===== src/rtl/l2_victim_cache_if.sv =====
// L2 <-> victim cache <-> pmem bus bundle.
// slave  : the victim cache (responds to L2, requests to pmem)
// master : the environment (L2 controller and physical memory)
interface l2_victim_cache_if #(
   parameter int ADDR_W = 16,
   parameter int LINE_W = 128
);
   logic              l2_read;
   logic              l2_write;
   logic              l2_evict;
   logic [ADDR_W-1:0] l2_address;
   logic [LINE_W-1:0] l2_wdata;
   logic [LINE_W-1:0] l2_rdata;
   logic              l2_resp;
   logic              pmem_read;
   logic              pmem_write;
   logic [ADDR_W-1:0] pmem_address;
   logic [LINE_W-1:0] pmem_wdata;
   logic [LINE_W-1:0] pmem_rdata;
   logic              pmem_resp;

   modport slave (
      input  l2_read, l2_write, l2_evict, l2_address, l2_wdata,
      output l2_rdata, l2_resp,
      output pmem_read, pmem_write, pmem_address, pmem_wdata,
      input  pmem_rdata, pmem_resp
   );

   modport master (
      output l2_read, l2_write, l2_evict, l2_address, l2_wdata,
      input  l2_rdata, l2_resp,
      input  pmem_read, pmem_write, pmem_address, pmem_wdata,
      output pmem_rdata, pmem_resp
   );
endinterface


===== src/rtl/l2_victim_cache.sv =====
// Victim line buffer between the L2 controller and physical memory.
// Absorbs clean evictions and dirty write-backs, serves L2 fetches on a hit,
// forwards misses to pmem and drains displaced dirty lines.
//
// state      | meaning
// -----------+----------------------------------------------------------
// IDLE       | accepting requests (evict > write > read)
// HIT_RESP   | read hit, l2_rdata loaded, l2_resp pulse
// MEM_READ   | read miss, pmem_read held until pmem_resp
// READ_RESP  | miss data loaded into l2_rdata, l2_resp pulse
// WRITE_RESP | write-back absorbed, l2_resp pulse
// DRAIN      | displaced dirty line in wbuf, pmem_write held until pmem_resp
module l2_victim_cache #(
   parameter int NUM_ENTRIES = 4,
   parameter int ADDR_W      = 16,
   parameter int LINE_W      = 128
) (
   input  logic               clk,
   input  logic               rst_n,
   l2_victim_cache_if.slave   bus
);

   localparam int IDX_W = (NUM_ENTRIES > 1) ? $clog2(NUM_ENTRIES) : 1;
   localparam int TAG_W = ADDR_W - 4;
   localparam logic [IDX_W-1:0] LAST_IDX = IDX_W'(NUM_ENTRIES - 1);

   typedef enum logic [2:0] {
      IDLE,
      HIT_RESP,
      MEM_READ,
      READ_RESP,
      WRITE_RESP,
      DRAIN
   } state_t;

   state_t                 state_q, state_d;
   logic [NUM_ENTRIES-1:0] valid_q, valid_d;
   logic [NUM_ENTRIES-1:0] dirty_q, dirty_d;
   logic [TAG_W-1:0]       tag_q  [NUM_ENTRIES];
   logic [TAG_W-1:0]       tag_d  [NUM_ENTRIES];
   logic [LINE_W-1:0]      data_q [NUM_ENTRIES];
   logic [LINE_W-1:0]      data_d [NUM_ENTRIES];
   logic [IDX_W-1:0]       fifo_ptr_q, fifo_ptr_d;
   logic                   wbuf_valid_q, wbuf_valid_d;
   logic [TAG_W-1:0]       wbuf_tag_q, wbuf_tag_d;
   logic [LINE_W-1:0]      wbuf_data_q, wbuf_data_d;
   logic [LINE_W-1:0]      l2_rdata_q, l2_rdata_d;
   logic [TAG_W-1:0]       pmem_tag_q, pmem_tag_d;
   logic [LINE_W-1:0]      pmem_wdata_q, pmem_wdata_d;

   logic [TAG_W-1:0]       req_tag;
   logic                   hit;
   logic [IDX_W-1:0]       hit_idx;
   logic                   free_found;
   logic [IDX_W-1:0]       free_idx;
   logic [IDX_W-1:0]       slot_idx;
   logic                   displace;
   logic                   unused_addr_bits;

   assign req_tag          = bus.l2_address[ADDR_W-1:4];
   assign unused_addr_bits = ^bus.l2_address[3:0];

   // Associative lookup: matching valid entry and lowest free slot
   always_comb begin
      hit        = 1'b0;
      hit_idx    = '0;
      free_found = 1'b0;
      free_idx   = '0;
      for (int i = 0; i < NUM_ENTRIES; i++) begin
         if (valid_q[i] && (tag_q[i] == req_tag)) begin
            hit     = 1'b1;
            hit_idx = IDX_W'(i);
         end
         if (!valid_q[i] && !free_found) begin
            free_found = 1'b1;
            free_idx   = IDX_W'(i);
         end
      end
   end

   // Insert slot: tag hit, else lowest free, else round-robin victim
   always_comb begin
      displace = !hit && !free_found;
      if (hit) begin
         slot_idx = hit_idx;
      end else if (free_found) begin
         slot_idx = free_idx;
      end else begin
         slot_idx = fifo_ptr_q;
      end
   end

   // Next-state, buffer update and output register inputs
   always_comb begin
      state_d      = state_q;
      valid_d      = valid_q;
      dirty_d      = dirty_q;
      tag_d        = tag_q;
      data_d       = data_q;
      fifo_ptr_d   = fifo_ptr_q;
      wbuf_valid_d = wbuf_valid_q;
      wbuf_tag_d   = wbuf_tag_q;
      wbuf_data_d  = wbuf_data_q;
      l2_rdata_d   = l2_rdata_q;
      pmem_tag_d   = pmem_tag_q;
      pmem_wdata_d = pmem_wdata_q;

      unique case (state_q)
         IDLE: begin
            if (bus.l2_evict || bus.l2_write) begin
               if (displace) begin
                  fifo_ptr_d = (fifo_ptr_q == LAST_IDX) ? '0 : fifo_ptr_q + IDX_W'(1);
                  if (dirty_q[fifo_ptr_q]) begin
                     wbuf_valid_d = 1'b1;
                     wbuf_tag_d   = tag_q[fifo_ptr_q];
                     wbuf_data_d  = data_q[fifo_ptr_q];
                  end
               end
               valid_d[slot_idx] = 1'b1;
               tag_d[slot_idx]   = req_tag;
               data_d[slot_idx]  = bus.l2_wdata;
               if (bus.l2_evict) begin
                  // a clean evict over a dirty copy must not lose the dirty mark
                  dirty_d[slot_idx] = hit & dirty_q[slot_idx];
                  state_d           = wbuf_valid_d ? DRAIN : IDLE;
               end else begin
                  dirty_d[slot_idx] = 1'b1;
                  state_d           = WRITE_RESP;
               end
            end else if (bus.l2_read) begin
               if (hit) begin
                  l2_rdata_d = data_q[hit_idx];
                  // L2 re-installs the line clean, so a dirty copy must stay here
                  if (!dirty_q[hit_idx]) begin
                     valid_d[hit_idx] = 1'b0;
                  end
                  state_d = HIT_RESP;
               end else begin
                  pmem_tag_d = req_tag;
                  state_d    = MEM_READ;
               end
            end
         end
         HIT_RESP:   state_d = IDLE;
         READ_RESP:  state_d = IDLE;
         WRITE_RESP: state_d = wbuf_valid_q ? DRAIN : IDLE;
         MEM_READ: begin
            if (bus.pmem_resp) begin
               l2_rdata_d = bus.pmem_rdata;
               state_d    = READ_RESP;
            end
         end
         DRAIN: begin
            if (bus.pmem_resp) begin
               wbuf_valid_d = 1'b0;
               state_d      = IDLE;
            end
         end
         default: state_d = IDLE;
      endcase

      // pmem address/data are loaded once, on the way into DRAIN
      if ((state_d == DRAIN) && (state_q != DRAIN)) begin
         pmem_tag_d   = wbuf_tag_d;
         pmem_wdata_d = wbuf_data_d;
      end
   end

   // Control state and output registers, synchronous active-low reset
   always_ff @(posedge clk) begin
      if (!rst_n) begin
         state_q      <= IDLE;
         valid_q      <= '0;
         dirty_q      <= '0;
         fifo_ptr_q   <= '0;
         wbuf_valid_q <= 1'b0;
         l2_rdata_q   <= '0;
         pmem_tag_q   <= '0;
         pmem_wdata_q <= '0;
      end else begin
         state_q      <= state_d;
         valid_q      <= valid_d;
         dirty_q      <= dirty_d;
         fifo_ptr_q   <= fifo_ptr_d;
         wbuf_valid_q <= wbuf_valid_d;
         l2_rdata_q   <= l2_rdata_d;
         pmem_tag_q   <= pmem_tag_d;
         pmem_wdata_q <= pmem_wdata_d;
      end
   end

   // Line storage; contents are meaningless while the valid bit is clear
   always_ff @(posedge clk) begin
      tag_q       <= tag_d;
      data_q      <= data_d;
      wbuf_tag_q  <= wbuf_tag_d;
      wbuf_data_q <= wbuf_data_d;
   end

   assign bus.l2_resp      = (state_q == HIT_RESP) || (state_q == READ_RESP) ||
                             (state_q == WRITE_RESP);
   assign bus.l2_rdata     = l2_rdata_q;
   assign bus.pmem_read    = (state_q == MEM_READ);
   assign bus.pmem_write   = (state_q == DRAIN);
   assign bus.pmem_address = {pmem_tag_q, 4'b0000};
   assign bus.pmem_wdata   = pmem_wdata_q;

endmodule


===== src/flat_wrapper.sv =====
// flat-port wrapper written by rule: the top's interface ports become plain ports
module l2_victim_cache_flat 
#(
   parameter int NUM_ENTRIES = 4,
   parameter int ADDR_W      = 16,
   parameter int LINE_W      = 128
)
  (clk, rst_n, bus_l2_read, bus_l2_write, bus_l2_evict, bus_l2_address, bus_l2_wdata, bus_l2_rdata, bus_l2_resp, bus_pmem_read, bus_pmem_write, bus_pmem_address, bus_pmem_wdata, bus_pmem_rdata, bus_pmem_resp);
  l2_victim_cache_if #(.ADDR_W(ADDR_W), .LINE_W(LINE_W)) bus_i ();
  input  logic clk;
  input  logic rst_n;
  input wire logic [$bits(bus_i.l2_read)-1:0] bus_l2_read;
  input wire logic [$bits(bus_i.l2_write)-1:0] bus_l2_write;
  input wire logic [$bits(bus_i.l2_evict)-1:0] bus_l2_evict;
  input wire logic [$bits(bus_i.l2_address)-1:0] bus_l2_address;
  input wire logic [$bits(bus_i.l2_wdata)-1:0] bus_l2_wdata;
  output wire logic [$bits(bus_i.l2_rdata)-1:0] bus_l2_rdata;
  output wire logic [$bits(bus_i.l2_resp)-1:0] bus_l2_resp;
  output wire logic [$bits(bus_i.pmem_read)-1:0] bus_pmem_read;
  output wire logic [$bits(bus_i.pmem_write)-1:0] bus_pmem_write;
  output wire logic [$bits(bus_i.pmem_address)-1:0] bus_pmem_address;
  output wire logic [$bits(bus_i.pmem_wdata)-1:0] bus_pmem_wdata;
  input wire logic [$bits(bus_i.pmem_rdata)-1:0] bus_pmem_rdata;
  input wire logic [$bits(bus_i.pmem_resp)-1:0] bus_pmem_resp;
  assign bus_i.l2_read = bus_l2_read;
  assign bus_i.l2_write = bus_l2_write;
  assign bus_i.l2_evict = bus_l2_evict;
  assign bus_i.l2_address = bus_l2_address;
  assign bus_i.l2_wdata = bus_l2_wdata;
  assign bus_l2_rdata = bus_i.l2_rdata;
  assign bus_l2_resp = bus_i.l2_resp;
  assign bus_pmem_read = bus_i.pmem_read;
  assign bus_pmem_write = bus_i.pmem_write;
  assign bus_pmem_address = bus_i.pmem_address;
  assign bus_pmem_wdata = bus_i.pmem_wdata;
  assign bus_i.pmem_rdata = bus_pmem_rdata;
  assign bus_i.pmem_resp = bus_pmem_resp;
  l2_victim_cache #(.NUM_ENTRIES(NUM_ENTRIES), .ADDR_W(ADDR_W), .LINE_W(LINE_W)) u_core (.clk(clk), .rst_n(rst_n), .bus(bus_i));
endmodule

===== config.mk =====
export PLATFORM = sky130hd
export DESIGN_NAME = l2_victim_cache_flat
export DESIGN_NICKNAME = d
export VERILOG_FILES = /design/src/rtl/l2_victim_cache_if.sv /design/src/rtl/l2_victim_cache.sv /design/src/flat_wrapper.sv
export SDC_FILE = /design/constraint.sdc
export NUM_CORES = 1
export LEC_CHECK = 0
export CAP_MARGIN = 20
export CORE_MARGIN = 2
export CORE_UTILIZATION = 40
export DETAILED_ROUTE_END_ITERATION = 6
export PLACE_DENSITY_LB_ADDON = 0.25
export RECOVER_POWER = 25
export SLEW_MARGIN = 20
export SYNTH_ARGS = -nofsm -noshare
export SYNTH_HDL_FRONTEND = slang
export SYNTH_SLANG_ARGS = --single-unit

===== constraint.sdc =====
create_clock -name clk -period 19.1 [get_ports clk]
set_clock_uncertainty 0.2 [all_clocks]
set_input_delay 3.82 -clock clk [delete_from_list [all_inputs] [get_ports clk]]
set_output_delay 3.82 -clock clk [all_outputs]
set_load 0.01 [all_outputs]

After elaboration in Yosys (flattened, before gate mapping)
Index checks and enable logic that the tools add are counted.
{"block": "op_classes", "add_sub_neg": 1, "eq_ne": 21, "n_lt_le_gt_ge": 9, "reduce_logical": 35, "bitwise": 8, "mux": 82}
{"operator": "$mux 128", "n": 13}
{"operator": "$bmux 128 s2", "n": 2}
{"operator": "$bwmux 512", "n": 1}
{"operator": "$demux 128 s2", "n": 1}
{"operator": "$pmux 128 s2", "n": 1}
{"operator": "$mux 12", "n": 12}
{"operator": "$bwmux 48", "n": 1}
{"operator": "$eq 12x12->1", "n": 4}
{"operator": "$bmux 12 s2", "n": 1}
{"operator": "$demux 12 s2", "n": 1}
{"operator": "$mux 1", "n": 21}
{"operator": "$mux 3", "n": 7}
{"operator": "$mux 4", "n": 5}
{"operator": "$mux 2", "n": 8}
{"operator": "$logic_and 1x1->1", "n": 12}
{"operator": "$pmux 3 s4", "n": 1}
{"operator": "$reduce_bool 2->1", "n": 6}
{"operator": "$ne 2x1->1 const B", "n": 5}
{"operator": "$eq 3x3->1 const B", "n": 3}
{"operator": "$ge 3x3->1 const B", "n": 3}
{"operator": "$lt 2x3->1 const B", "n": 3}
{"operator": "$not 2->3", "n": 3}
{"operator": "$ne 2x2->1 const B", "n": 4}
{"operator": "$or 4x4->4", "n": 2}
{"operator": "other kinds (21)", "n": 36}
{"block": "word_totals", "ff_bits": 982, "out_inout_bits": 275, "inputBits": 278}

Longest topological paths before layout
Gate-level depths: netlist of run 1.
{"block": "depth", "word_depth": 22, "mapped_depth": 12, "depth_no_buf": 9}

Worst setup path after synthesis of run 1
No wires, ideal clock.
{"block": "synth_timing", "path_kind": "input to register", "startpoint": "input bus_l2_address[11]", "endpoint": "register u_core.valid_q[0]", "path_buffers": 3, "setup_slack_ns": 2.585, "path_stages": 9, "setup_ns": 0.102, "arrival_time_ns": 16.213, "cell_sequence": "buf_2 > xnor2_1 > nand4_1 > nor4_4 > buf_2 > buf_2 > o21ai_1 > nor3_1 > o221a_2"}
{"block": "synth_between", "elab_chain_cells": 15, "elab_cells_between_ends": 38, "classes_between": "order compare (4); eq/ne (5); mux (18); bitwise (3); reduce/logical (8)"}
{"element": "from (decl)", "line_no": "flat_wrapper.sv:15", "source": "input wire logic [$bits(bus_i.l2_address)-1:0] bus_l2_address;"}
{"element": "$eq 12x12->1", "line_no": "l2_victim_cache.sv:70", "source": "if (valid_q[i] && (tag_q[i] == req_tag)) begin"}
{"element": "$logic_and 1x1->1", "line_no": "l2_victim_cache.sv:70"}
{"element": "$mux 1", "line_no": "l2_victim_cache.sv:70"}
{"element": "$mux 2 (2 in a row)", "line_no": "l2_victim_cache.sv:70"}
{"element": "$lt 2x3->1 (not written as such) / $ge 2x1->1 (equally long branches)", "line_no": "l2_victim_cache.sv:135", "source": "valid_d[hit_idx] = 1'b0;"}
{"element": "$logic_and 1x1->1 (not written as such)", "line_no": "l2_victim_cache.sv:135"}
{"element": "$mux 1 (not written as such)", "line_no": "l2_victim_cache.sv:135"}
{"element": "$demux 1 s2"}
{"element": "$not 4->4 (no source line)"}
{"element": "$and 4x4->4 (no source line)"}
{"element": "$mux 4", "line_no": "l2_victim_cache.sv:134", "source": "if (!dirty_q[hit_idx]) begin"}
{"element": "$mux 4", "line_no": "l2_victim_cache.sv:131", "source": "if (hit) begin"}
{"element": "$mux 4", "line_no": "l2_victim_cache.sv:130", "source": "end else if (bus.l2_read) begin"}
{"element": "$mux 4", "line_no": "l2_victim_cache.sv:110", "source": "if (bus.l2_evict || bus.l2_write) begin"}
{"element": "to (signal assigned)", "line_no": "l2_victim_cache.sv:182", "source": "valid_q <= valid_d;"}
{"element": "to (decl)", "line_no": "l2_victim_cache.sv:37", "source": "logic [NUM_ENTRIES-1:0] valid_q, valid_d;"}
Parallel ways exist; a longest one is shown, timed or not. The select of a mux whose other input is x is not followed.
A chain may end at the register's enable or synchronous reset.

Worst setup path after layout of run 1
{"block": "layout_timing", "startpoint": "input bus_l2_address[11]", "endpoint": "register u_core.pmem_wdata_q[16] (netlist: u_core.bus.pmem_wdata[16])"}
{"block": "layout_between", "elab_chain_cells": 17, "elab_cells_between_ends": 28, "classes_between": "eq/ne (5); mux (16); reduce/logical (7)"}
{"element": "$eq 12x12->1", "line_no": "l2_victim_cache.sv:70"}
{"element": "$logic_and 1x1->1", "line_no": "l2_victim_cache.sv:70"}
{"element": "$mux 1 (3 in a row)", "line_no": "l2_victim_cache.sv:70"}
{"element": "$mux 1 *", "line_no": "l2_victim_cache.sv:70"}
{"element": "$logic_not 1->1", "line_no": "l2_victim_cache.sv:83", "source": "displace = !hit && !free_found;"}
{"element": "$logic_and 1x1->1", "line_no": "l2_victim_cache.sv:83"}
{"element": "$mux 1", "line_no": "l2_victim_cache.sv:111", "source": "if (displace) begin"}
{"element": "$mux 1", "line_no": "l2_victim_cache.sv:110"}
{"element": "$mux 1", "line_no": "l2_victim_cache.sv:108", "source": "unique case (state_q)"}
{"element": "$mux 3", "line_no": "l2_victim_cache.sv:125", "source": "state_d = wbuf_valid_d ? DRAIN : IDLE;"}
{"element": "$mux 3", "line_no": "l2_victim_cache.sv:122", "source": "if (bus.l2_evict) begin"}
{"element": "$mux 3", "line_no": "l2_victim_cache.sv:110"}
{"element": "$pmux 3 s4", "line_no": "l2_victim_cache.sv:108"}
{"element": "$eq 3x3->1", "line_no": "l2_victim_cache.sv:163", "source": "if ((state_d == DRAIN) && (state_q != DRAIN)) begin"}
{"element": "$logic_and 1x1->1", "line_no": "l2_victim_cache.sv:163"}
{"element": "to (signal assigned)", "line_no": "l2_victim_cache.sv:188", "source": "pmem_wdata_q <= pmem_wdata_d;"}
{"element": "to (decl)", "line_no": "l2_victim_cache.sv:49", "source": "logic [LINE_W-1:0] pmem_wdata_q, pmem_wdata_d;"}
Every way passes the cells marked *; elsewhere a longest branch is shown, timed or not. The select of a mux whose other input is x is not followed.

==> run metrics, run 1 <==
PD cells=103 nW/um2; maximum vdd drop=0.0817 mV; Pleak=16.7 nW; CTS clock-pin slew for the worst setup and hold paths=0.06 ns; routed wire length=129,000 um; Post-synth EDFFs=560; slew margin rel.=0.249; post-synthesis cell type with the largest combined area=edfxtp_1; grt ovf=0; Clock Tree Buf Depth=3; CTS root buf=clkbuf_16; CTS resizes=0; Hold Violations, Final=0; CTS tree=built; placed cell area=46,900 um2; RSZ-0062 raised after global routing=false; Hold Crit Class=register to register; asr flop ratio synth=0; design area=50,600 um2; worst setup path class=input pin to register; largest cells by area after synthesis=edfxtp_1, dfxtp_1, mux4_2; remaining antenna violation count after routing=0; Syn-to-layout area delta=24.9%; CP Data Required Time=19.41 ns; Layout Utilization=0.505; CP arrival=9.28 ns; prevailing post-synth register cell=edfxtp_1; most common cell in the netlist=edfxtp_1; Avg Vias per Cell=5.74; # DRC=0; metal3 WL=9290 um; Initial DRT Pass Iterations=6; cts hold-fix bufs=0; vias in the first global route=29,444; core area=100,000 um2; RD Place Congestion=0.825; met2 wire length=63,500 um; Synth Area per Inst=12.5 um2; fin crit share=0.469; status=completed; TNS Setup=0 ns; initial antenna violation count=42; share of layout cells above drive strength 1=0.129; CTS H-tree lvls=3; Syn Inst Count=3,236; Synth Warn #=0; Final Setup Violations=0; WL/cell=25.2 um; Max Cap Viol=0; Die Width=322 um; top cells by count, synth=edfxtp_1, dfxtp_1, nand2_1; IO Count=553; initial core utilization=0.404; Tot GR Track Use=0.241; die area=104,000 um2; met1 wire length=51,400 um; startpoint types=input pin; FMAX=112 MHz; DRT iter0 DRCs=2,709; Seq cells post-synth=982; minimum clock period=8.96 ns; Setup crit end kind=register; Synth top area share=0.415; Die Span Y=322 um; Std-Cell Rows=116; worst-margin pin slew=1.13 ns; DP HPWL=74,200 um; number of unique standard cell types used by synthesis=54; Clock Latency Late Sink=0.69 ns; max layer used=met5; Sink Count=982; post-CTS setup buffers=0; port buffer count=544; Post-Syn Area=40,500 um2; via count=29,365; register area share after synthesis=0.623; # fillers=8,740; crit-path max FO=52; Final #Nets=3,927; number of buffers created by CTS=105; first-pass GRT wire length=188,000 um; largest net degree at the start of global routing=130; max-slew violations=0
[metal layers]
layer | track usage | vias to the layer above
met1 | 0.297 | 14758
met5 | 0 | -
met3 | 0.0552 | 265
met2 | 0.411 | 1093
li1 | - | 13229
met4 | 0.0916 | 20
[cell type report]
class | instances | area (um2) | share of cell area
Sequential cell | 982 | 25300 | 0.499
Multi-Input combinational cell | 1834 | 13600 | 0.268
Timing Repair Buffer | 594 | 5860 | 0.116
Clock buffer | 134 | 2920 | 0.0577
Tap cell | 1357 | 1700 | 0.0335
Clock inverter | 65 | 736 | 0.0145
Inverter | 131 | 499 | 0.00986
Antenna cell | 17 | 42.5 | 0.000841
[cell usage in the layout (no fill, tap or decap), types with 14 or more instances in the layout]
master	instances
dfxtp_1	420
diode_2	17
nand3_1	21
bufinv_16	14
clkdlybuf4s50_1	427
a221oi_1	128
o21ai_0	144
xnor2_1	36
clkinv_2	23
a31oi_1	129
o32ai_1	129
a311oi_1	38
mux4_2	141
mux2i_1	15
dlygate4sd3_1	117
clkbuf_16	108
a311oi_2	90
inv_1	130
buf_4	47
nand2_1	411
nor3_1	17
a21oi_1	147
edfxtp_1	560
clkbuf_1	14
nor2_1	272
[kinds of logic after synthesis]
group                    after synthesis  share of synthesized area
XOR/XNOR                              48                     0.0104
AO/OA/AOI/OAI                        837                      0.159
adder cells (fa/ha/maj)                1                   0.000309
AND/OR/NAND/NOR                      788                     0.0802
multiplexers                         156                     0.0820
other                                  1                  0.0000925
buffers and inverters                423                     0.0444
flip-flops                           982                      0.623
[worst max-delay path: stages]
cell and delay (ns):
clkdlybuf4s50_1 0.74, xnor2_1 0.17, nand4_1 0.24, nor4_4 0.78, buf_4 0.46, nor4_4 0.20, a21boi_4 0.20, buf_4 0.49
and3_4 0.91, buf_4 0.92, a311oi_1 0.21
[state kept, by name, summed over array words and instances (netlist names)]
register               flops
u_core.pmem_tag_q         12
u_core.tag_q              48
u_core.valid_q             4
u_core.fifo_ptr_q          2
u_core.bus.l2_rdata      128
u_core.bus.pmem_wdata    128
u_core.wbuf_valid_q        1
u_core.dirty_q             4
u_core.state_q             3
u_core.wbuf_tag_q         12
u_core.data_q            512
u_core.wbuf_data_q       128
[worst paths after layout]
kind	start	endpoint	slack, ns	cells past startpoint
setup / recovery	bus_l2_address[11]	u_core.bus.pmem_wdata[16]$_SDFFE_PN0N_	10.14	11
hold / removal	u_core.wbuf_data_q[21]$_DFF_P_	u_core.wbuf_data_q[21]$_DFF_P_	0.24	2
setup reg to reg	u_core.tag_q[20]$_DFFE_PP_	u_core.bus.pmem_wdata[16]$_SDFFE_PN0N_	13.61	10
hold reg to reg	u_core.wbuf_data_q[21]$_DFF_P_	u_core.wbuf_data_q[21]$_DFF_P_	0.24	2
[power by group]
group	switching [mW]	total, mW	internal, mW
clock	0.861	2.13	1.27
combinational	0.368	0.614	0.246
sequential	0.0619	2.45	2.38
total	1.29	5.19	3.90
[metrics by stage]
stage | total power [mW] | cells | worst slack (ns) | hold slack, ns
floorplan | 2.84 | 3239 | 2.59 | 0.211
global placement | 3.10 | 4898 | 9.48 | 0.218
detailed placement | 3.11 | 4898 | 9.45 | 0.227
CTS | 5.24 | 5097 | 10.19 | 0.241
global route | 5.36 | 5111 | 9.90 | 0.254
finish | 5.19 | 5114 | 10.14 | 0.238
Power figures use the tool's default switching activity.
==> run 2: changes to the inputs <==
clock period = 8.35 ns   (was 19.1 ns; I/O delays follow)
==> run 2 against run 1 <==
Cell count rose by 0.23%. First-iteration DRC count fell by 9.7%. Non-clock buffer count rose by 2. Sequential power rose by 130%. Largest cell class unchanged. Combinational power rose by 130%. Routed wire length fell by 0.74%. Clock power rose by 130%. Worst hold slack got worse by 0.00065 ns. Die area did not move. Flip-flop and latch count did not move. Global-route usage fell by 0.11 points. Utilization rose by 0.25 points.
==> run metrics, run 2 (synthesized netlist as in run 1, its figures left out) <==
Setup crit end kind=register; Hold Startpoint=u_core.wbuf_data_q[25]$_DFF_P_; max-slew violations=0; largest net degree at the start of global routing=130; Hold Violations, Final=0; Top reg by flops=u_core.data_q; Max Cap Viol=0; cts hold-fix bufs=0; hold_ws=0.237 ns; port buffer count=544; Die Span Y=322 um; worst-margin pin slew=1.10 ns; CP Data Required Time=8.75 ns; worst hold endpoint=u_core.wbuf_data_q[25]$_DFF_P_; initial antenna violation count=41; first-pass GRT wire length=188,000 um; grt ovf=0; fin crit share=0.723; DP HPWL=72,800 um; via count=29,688; Syn-to-layout area delta=25.5%; Clock Latency Late Sink=0.70 ns; minimum clock period=6.04 ns; R2R Setup Slk=3.46 ns; CTS root buf=clkbuf_16; most common cell after layout, fill and taps aside=edfxtp_1; Pleak=16.8 nW; post-CTS setup buffers=0; share of layout cells above drive strength 1=0.127; number of flip-flops in the largest register=512; IO Count=553; startpoint types=input pin; DRT iter0 DRCs=2,446; Std-Cell Rows=116; # DRC=0; crit-path max FO=37; Final Setup Violations=0; die area=104,000 um2; Layout Utilization=0.507; design area=50,900 um2; Clock Tree Buf Depth=3; Hold Path Depth=2; Initial DRT Pass Iterations=5; Tot GR Track Use=0.240; CTS tree=built; Die Width=322 um; CTS H-tree lvls=3; remaining antenna violation count after routing=0; RD Place Congestion=0.818; # fillers=8,673; maximum vdd drop=0.167 mV; CP arrival=6.44 ns; R2R Path End=u_core.pmem_tag_q[1]$_SDFFE_PN0P_; RSZ-0062 raised after global routing=false; PD cells=234 nW/um2; core area=100,000 um2; routed wire length=128,000 um; placed cell area=47,100 um2; CTS clock-pin slew for the worst setup and hold paths=0.06 ns; FMAX=166 MHz; number of buffers created by CTS=106; vias in the first global route=29,608; commonest cells after routing, fill and taps aside=edfxtp_1, clkdlybuf4s50_1, dfxtp_1; Critical R2R Launch=u_core.fifo_ptr_q[1]$_SDFFE_PN0P_; Hold Crit Class=register to register; Sink Count=982; status=completed; Final #Nets=3,930; CTS resizes=0; slew margin rel.=0.264; Worst Reg-to-Reg Cells=6; WL/cell=24.9 um; worst setup path class=input pin to register; initial core utilization=0.404; Avg Vias per Cell=5.79
==> run 2: worst max-delay path, stage by stage <==
cell and delay (ns):
clkdlybuf4s50_1 0.79, xnor2_1 0.17, nand4_1 0.21, or4_1 0.24, nand4_1 0.58, o21ai_4 1.08, and3_4 0.95, buf_4 0.46
mux2i_1 0.24
==> run 2: per-layer routing <==
layer / routed length (um) / global-route usage / vias to the layer above / share of wire
li1: - / - / 13253 / -
met1: 51600 / 0.300 / 15047 / 0.40
met2: 63600 / 0.407 / 1144 / 0.50
met3: 8900 / 0.0495 / 226 / 0.070
met4: 3540 / 0.0952 / 18 / 0.028
met5: 104 / 0 / - / 0.00081
==> run 2: metrics by stage <==
step	power, mW	setup WS, ns	TNS [ns]	instances
6_report	11.9	2.31	0	5126
5_1_grt	12.3	2.01	0	5124
4_1_cts	12.0	2.34	0	5102
3_5_place_dp	7.13	1.58	0	4900
3_3_place_gp	7.11	1.57	0	4899
2_1_floorplan	6.45	-1.35	-302.95	3239
==> run 2: worst max path at each step <==
stage,from,to,cells past startpoint
after floorplan,bus_l2_address[11],u_core.valid_q[0]$_SDFFE_PN0P_,9
after CTS,bus_l2_address[15],u_core.pmem_tag_q[1]$_SDFFE_PN0P_,9
after detailed placement,bus_l2_address[15],u_core.bus.pmem_wdata[3]$_SDFFE_PN0N_,9
final,bus_l2_address[15],u_core.pmem_tag_q[1]$_SDFFE_PN0P_,9
after global routing,bus_l2_address[15],u_core.pmem_tag_q[10]$_SDFFE_PN0P_,9
after global placement,bus_l2_address[15],u_core.bus.pmem_wdata[126]$_SDFFE_PN0N_,9
==> run 2: final cells by class <==
type / count / area [um2] / share of cell area
Timing Repair Buffer: 596 / 6070 / 0.119
Multi-Input combinational cell: 1834 / 13600 / 0.268
Inverter: 131 / 499 / 0.00982
Clock inverter: 54 / 669 / 0.0132
Sequential cell: 982 / 25300 / 0.497
Clock buffer: 148 / 2990 / 0.0587
Tap cell: 1357 / 1700 / 0.0334
Antenna cell: 24 / 60.1 / 0.00118
==> run 2: power by group <==
part	switching, mW	leakage (nW)	internal (mW)
clock network	1.97	1.79	2.93
registers	0.141	8.57	5.45
logic	0.842	6.40	0.573
total	2.95	16.8	8.96
